$ cat config.mk
export PLATFORM = sky130hd
export DESIGN_NAME = hazard_forward_unit
export DESIGN_NICKNAME = d
export VERILOG_FILES = /design/src/rtl/hazard_forward_unit.sv
export SDC_FILE = /design/constraint.sdc
export NUM_CORES = 1
export LEC_CHECK = 0
export ABC_AREA = 0
export CAP_MARGIN = 10
export CORE_ASPECT_RATIO = 1.75
export CORE_MARGIN = 1
export CORE_UTILIZATION = 50
export CTS_BUF_LIST = sky130_fd_sc_hd__clkbuf_4 sky130_fd_sc_hd__clkbuf_8 sky130_fd_sc_hd__clkbuf_16
export CTS_CLUSTER_DIAMETER = 200
export DETAILED_ROUTE_END_ITERATION = 7
export HOLD_SLACK_MARGIN = 0.02
export PLACE_DENSITY = 0.8
export SETUP_SLACK_MARGIN = 0.15
export SYNTH_ARGS = -nofsm -noshare
export SYNTH_HDL_FRONTEND = slang
export SYNTH_SLANG_ARGS = --single-unit
export TNS_END_PERCENT = 50
$ cat constraint.sdc
create_clock -name clk -period 2.63 [get_ports clk]
set_input_delay 0.526 -clock clk [delete_from_list [all_inputs] [get_ports clk]]
set_output_delay 0.526 -clock clk [all_outputs]
set_load 0.05 [all_outputs]
$ cat src/rtl/hazard_forward_unit.sv
`default_nettype none
// ============================================================================
// hazard_forward_unit : tag pipeline, forwarding selects, load-use stall
// Revision 1.0
// ============================================================================
module hazard_forward_unit #(
  parameter int REG_W    = 5,
  parameter int ZERO_REG = 31,
  parameter int CNT_W    = 16
) (
  input  logic             clk,
  input  logic             rst_n,
  input  logic             id_valid_i,
  input  logic [REG_W-1:0] id_rn_i,
  input  logic [REG_W-1:0] id_rm_i,
  input  logic             id_rn_used_i,
  input  logic             id_rm_used_i,
  input  logic [REG_W-1:0] id_rd_i,
  input  logic             id_regwrite_i,
  input  logic             id_memread_i,
  input  logic             id_alusrc_i,
  input  logic             flush_i,
  output logic [1:0]       forward_a_o,
  output logic [1:0]       forward_b_o,
  output logic [1:0]       forward_store_o,
  output logic             stall_o,
  output logic [CNT_W-1:0] stall_count_o
);

  localparam logic [REG_W-1:0] C_ZERO_TAG = REG_W'(ZERO_REG);
  localparam logic [1:0]       C_FWD_RF   = 2'b00;
  localparam logic [1:0]       C_FWD_MEM  = 2'b10;
  localparam logic [1:0]       C_FWD_WB   = 2'b01;

  logic             ex_valid_q, ex_regwrite_q, ex_memread_q, ex_alusrc_q;
  logic             ex_rn_used_q, ex_rm_used_q;
  logic [REG_W-1:0] ex_rd_q, ex_rn_q, ex_rm_q;
  logic             mem_valid_q, mem_regwrite_q;
  logic [REG_W-1:0] mem_rd_q;
  logic             wb_valid_q, wb_regwrite_q;
  logic [REG_W-1:0] wb_rd_q;
  logic [CNT_W-1:0] stall_count_q, stall_count_d;

  logic             w_stall;
  logic [1:0]       w_fwd_a, w_fwd_store;

  function automatic logic stage_hits(
    input logic             v,
    input logic             rw,
    input logic [REG_W-1:0] rd,
    input logic [REG_W-1:0] r
  );
    return v & rw & (rd == r) & (rd != C_ZERO_TAG);
  endfunction

  always_comb begin
    w_stall = id_valid_i & ex_valid_q & ex_memread_q &
              ((id_rn_used_i & stage_hits(ex_valid_q, ex_regwrite_q, ex_rd_q, id_rn_i)) |
               (id_rm_used_i & stage_hits(ex_valid_q, ex_regwrite_q, ex_rd_q, id_rm_i)));
    if (flush_i) begin
      w_stall = 1'b0;
    end
  end

  // MEM holds the younger result, so it is checked before WB.
  always_comb begin
    w_fwd_a = C_FWD_RF;
    if (ex_rn_used_q && stage_hits(mem_valid_q, mem_regwrite_q, mem_rd_q, ex_rn_q)) begin
      w_fwd_a = C_FWD_MEM;
    end else if (ex_rn_used_q && stage_hits(wb_valid_q, wb_regwrite_q, wb_rd_q, ex_rn_q)) begin
      w_fwd_a = C_FWD_WB;
    end
  end

  always_comb begin
    w_fwd_store = C_FWD_RF;
    if (ex_rm_used_q && stage_hits(mem_valid_q, mem_regwrite_q, mem_rd_q, ex_rm_q)) begin
      w_fwd_store = C_FWD_MEM;
    end else if (ex_rm_used_q && stage_hits(wb_valid_q, wb_regwrite_q, wb_rd_q, ex_rm_q)) begin
      w_fwd_store = C_FWD_WB;
    end
  end

  always_comb begin
    stall_count_d = stall_count_q;
    if (w_stall && (stall_count_q != {CNT_W{1'b1}})) begin
      stall_count_d = stall_count_q + 1'b1;
    end
  end

  always_ff @(posedge clk or negedge rst_n) begin
    if (!rst_n) begin
      ex_valid_q     <= 1'b0;
      ex_regwrite_q  <= 1'b0;
      ex_memread_q   <= 1'b0;
      ex_alusrc_q    <= 1'b0;
      ex_rn_used_q   <= 1'b0;
      ex_rm_used_q   <= 1'b0;
      ex_rd_q        <= '0;
      ex_rn_q        <= '0;
      ex_rm_q        <= '0;
      mem_valid_q    <= 1'b0;
      mem_regwrite_q <= 1'b0;
      mem_rd_q       <= '0;
      wb_valid_q     <= 1'b0;
      wb_regwrite_q  <= 1'b0;
      wb_rd_q        <= '0;
      stall_count_q  <= '0;
    end else begin
      wb_valid_q     <= mem_valid_q;
      wb_regwrite_q  <= mem_regwrite_q;
      wb_rd_q        <= mem_rd_q;
      mem_valid_q    <= ex_valid_q & ~flush_i;
      mem_regwrite_q <= ex_regwrite_q;
      mem_rd_q       <= ex_rd_q;
      // A stalled or flushed slot still captures the ID fields but enters EX as a bubble.
      ex_valid_q     <= id_valid_i & ~w_stall & ~flush_i;
      ex_regwrite_q  <= id_regwrite_i;
      ex_memread_q   <= id_memread_i;
      ex_alusrc_q    <= id_alusrc_i;
      ex_rn_used_q   <= id_rn_used_i;
      ex_rm_used_q   <= id_rm_used_i;
      ex_rd_q        <= id_rd_i;
      ex_rn_q        <= id_rn_i;
      ex_rm_q        <= id_rm_i;
      stall_count_q  <= stall_count_d;
    end
  end

  assign forward_a_o     = w_fwd_a;
  assign forward_store_o = w_fwd_store;
  assign forward_b_o     = ex_alusrc_q ? C_FWD_RF : w_fwd_store;
  assign stall_o         = w_stall;
  assign stall_count_o   = stall_count_q;

endmodule
`default_nettype wire

==> results of run 1 <==
==> cells in the mapped netlist (all sizes together) (2+ instances only) <==
cell type	count
dfrtp	51
o211ai	2
nand2	13
nor3	8
xor2	6
nand2b	2
and4	2
buf	2
nand3b	2
nor4	3
xnor2	38
and3	7
nand3	14
nor2	4
nand4	8
==> worst max-delay path, stage by stage, from the launching register on <==
cell and delay [ns]:
dfrtp_1 0.40, nand3_1 0.13, o211ai_1 0.13, or3_4 0.42
nor4_4 0.33, buf_12 0.18
==> path summary, 6_finish.rpt <==
path,start,endpoint,slack [ns],cells after the start
worst max-delay path,wb_rd_q[2],forward_b_o[0],0.22,5
worst min-delay path,rst_n,ex_rn_q[0],0.21,1
worst max register to register,stall_count_o[0],stall_count_o[1],0.70,6
worst min register to register,mem_regwrite_q,wb_regwrite_q,0.38,0
max in group asynchronous,rst_n,mem_rd_q[1],1.86,2
min in group clk,mem_regwrite_q,wb_regwrite_q,0.38,0
==> timing repair <==
action                     in CTS  in global routing
buffers inserted                3                  0
setup endpoints to repair       1                  3
pin swaps                       2                  2
gates resized for setup         2                  3
==> sequential cells by signal, summed over array words and instances (netlist names), 5 cells and up <==
name           count
ex_rn_q            5
stall_count_o     16
mem_rd_q           5
ex_rd_q            5
wb_rd_q            5
ex_rm_q            5
==> where the power goes <==
group          switching [mW]  leakage (nW)  total (mW)  internal [mW]
registers              0.0288         0.633       0.841          0.812
logic                  0.0608         0.456       0.133         0.0726
clock network           0.249        0.0505       0.488          0.239
==> kinds of logic after synthesis <==
family	Yosys count	synth area share, %
and+or+nand+nor	66	16.7
DFF	51	59.7
xor gates and xnor gates	44	18.0
AOI/OAI and AO/OA	7	3.39
buffers and inverters	3	0.936
muxes	1	0.702
adders and majority gates	1	0.585
==> routing by layer <==
layer | vias up | part of all wire, % | GRT usage (%)
li1 | 711 | - | -
met1 | 731 | 37 | 23.6
met2 | 43 | 57 | 44.0
met3 | 10 | 3.8 | 3.95
met4 | 0 | 2.8 | 10.8
met5 | - | 0 | 0
==> through the flow <==
step | cells | worst slack, ns
5_1_grt | 281 | 0.150
3_3_place_gp | 270 | 0.253
3_5_place_dp | 270 | 0.223
6_report | 281 | 0.218
2_1_floorplan | 173 | -0.276
4_1_cts | 281 | 0.184
==> cell type report <==
class                      count  share of cell area (%)
clock buffer                   7                    3.38
clock inverter                 1                   0.264
inverter                       1                   0.132
multi-input combinational    119                    30.6
sequential                    51                    44.9
tap                           49                    2.15
timing repair buffer          53                    18.5
==> placed cells by master (no fill, tap or decap), types with 4 or more instances in the layout <==
| cell | n |
|---|---|
| dfrtp_1 | 48 |
| nand4_1 | 8 |
| buf_4 | 11 |
| nand2_1 | 13 |
| xnor2_1 | 38 |
| and3_1 | 5 |
| clkbuf_8 | 7 |
| clkdlybuf4s50_1 | 38 |
| nor3_1 | 6 |
| nor2_1 | 4 |
| xor2_1 | 6 |
| nand3_1 | 14 |
==> flow_metrics.env, run 1 <==
export IMPL_root_buffer="clkbuf_8"
export IMPL_nets=256
export IMPL_hold_class="in -> async"
export IMPL_ant_nets=0
export IMPL_critPathMaxFanout=2
export IMPL_diodes=0
export IMPL_rsz0062_at_grt="yes"
export IMPL_holdWs_ns=0.211
export IMPL_fmax_ghz=0.415
export IMPL_ys_seq_area_share_pct=59.7
export IMPL_dpl_instance_area_mm2=0.00271
export IMPL_post_dp_hpwl_um=3450
export IMPL_drive_above_1_share_pct=16.4
export IMPL_first_pass_iters=4
export IMPL_synth_cell_types=29
export IMPL_min_period_over_period_pct=91.7
export IMPL_vias=1495
export IMPL_initial_core_util_pct=52.0
export IMPL_max_slew_margin_pct=61.0
export IMPL_fin_worst_skew_ns=0.00526
export IMPL_io_buffers=46
export IMPL_coreArea_mm2=0.00411
export IMPL_ys_flop_type="dfrtp_1"
export IMPL_setup_tns_final_ns=0
export IMPL_hold_violations=0
export IMPL_synthArstFlopShare_pct=100
export IMPL_setup_viol=0
export IMPL_p_total_mw=1.46
export IMPL_grt_pass1_wl_um=7410
export IMPL_clk_latency_ns=0.30
export IMPL_irDropWorstVdd_uv=331
export IMPL_synthDominantCellAreaShare_pct=59.7
export IMPL_multi_input_area_um2=872
export IMPL_ys_top_cells_by_area="dfrtp_1, xnor2_1, nand3_1, xor2_1, nand4_1"
export IMPL_postSynthCellCount=173
export IMPL_cts_sinks=51
export IMPL_yosys_area_top_type="dfrtp_1"
export IMPL_fillCellCount=306
export IMPL_fp_dieW_um=51.4
export IMPL_cts_tree="built"
export IMPL_maxCapViolCount=0
export IMPL_worst_pin_slew_ns=0.585
export IMPL_critPathRequiredTime_ns=2.10
export IMPL_post_route_drc_count=0
export IMPL_h_tree_depth=2
export IMPL_grt_max_degree=29
export IMPL_path_clk_slew_ns=0.09
export IMPL_io_pin_count=47
export IMPL_initialDrtViolationCount=9
export IMPL_die_y_um=88.5
export IMPL_clockBufferDepth=2
export IMPL_p_leak_nw=1.14
export IMPL_p_per_area_mw_per_mm2=513
export IMPL_die_area_mm2=0.00455
export IMPL_slew_violations=0
export IMPL_grt_total_usage_pct=23.1
export IMPL_critPathCaptureType="output pin"
export IMPL_wire_per_inst_um=16.5
export IMPL_synth_enable_flop_cells=0
export IMPL_hold_buffers=0
export IMPL_fin_crit_ns=2.41
export IMPL_row_count=31
export IMPL_synthToLayoutAreaGrowth_pct=33.2
export IMPL_cts_buffers=5
export IMPL_grt_ovfl_total=0
export IMPL_grt_pass1_vias=1617
export IMPL_wirelength_um=4630
export IMPL_netlist_area_mm2=0.00214
export IMPL_final_util_pct=69.3
export IMPL_antenna_found_initial=0
export IMPL_synth_net_count=198
export IMPL_place_congestion=0.833
export IMPL_crit_arrival_ns=1.89
export IMPL_path_class="reg -> out"
export IMPL_yosys_warnings=0
export IMPL_fin_area_mm2=0.00285
export IMPL_status="completed"
export IMPL_seq_area_mm2=0.00128
export IMPL_vias_per_cell=5.32
export IMPL_synth_seq_cells=51
export IMPL_critPathLaunchType="flip-flop"
export IMPL_syn_area_per_cell_um2=12.4
Power figures use the tool's default switching activity.
==> run 2, diff against run 1 <==
Settings changed: CORE_MARGIN 1 to unset.
==> results of run 2 <==
The final DEF is identical to that of run 1; final timing and power are the same.
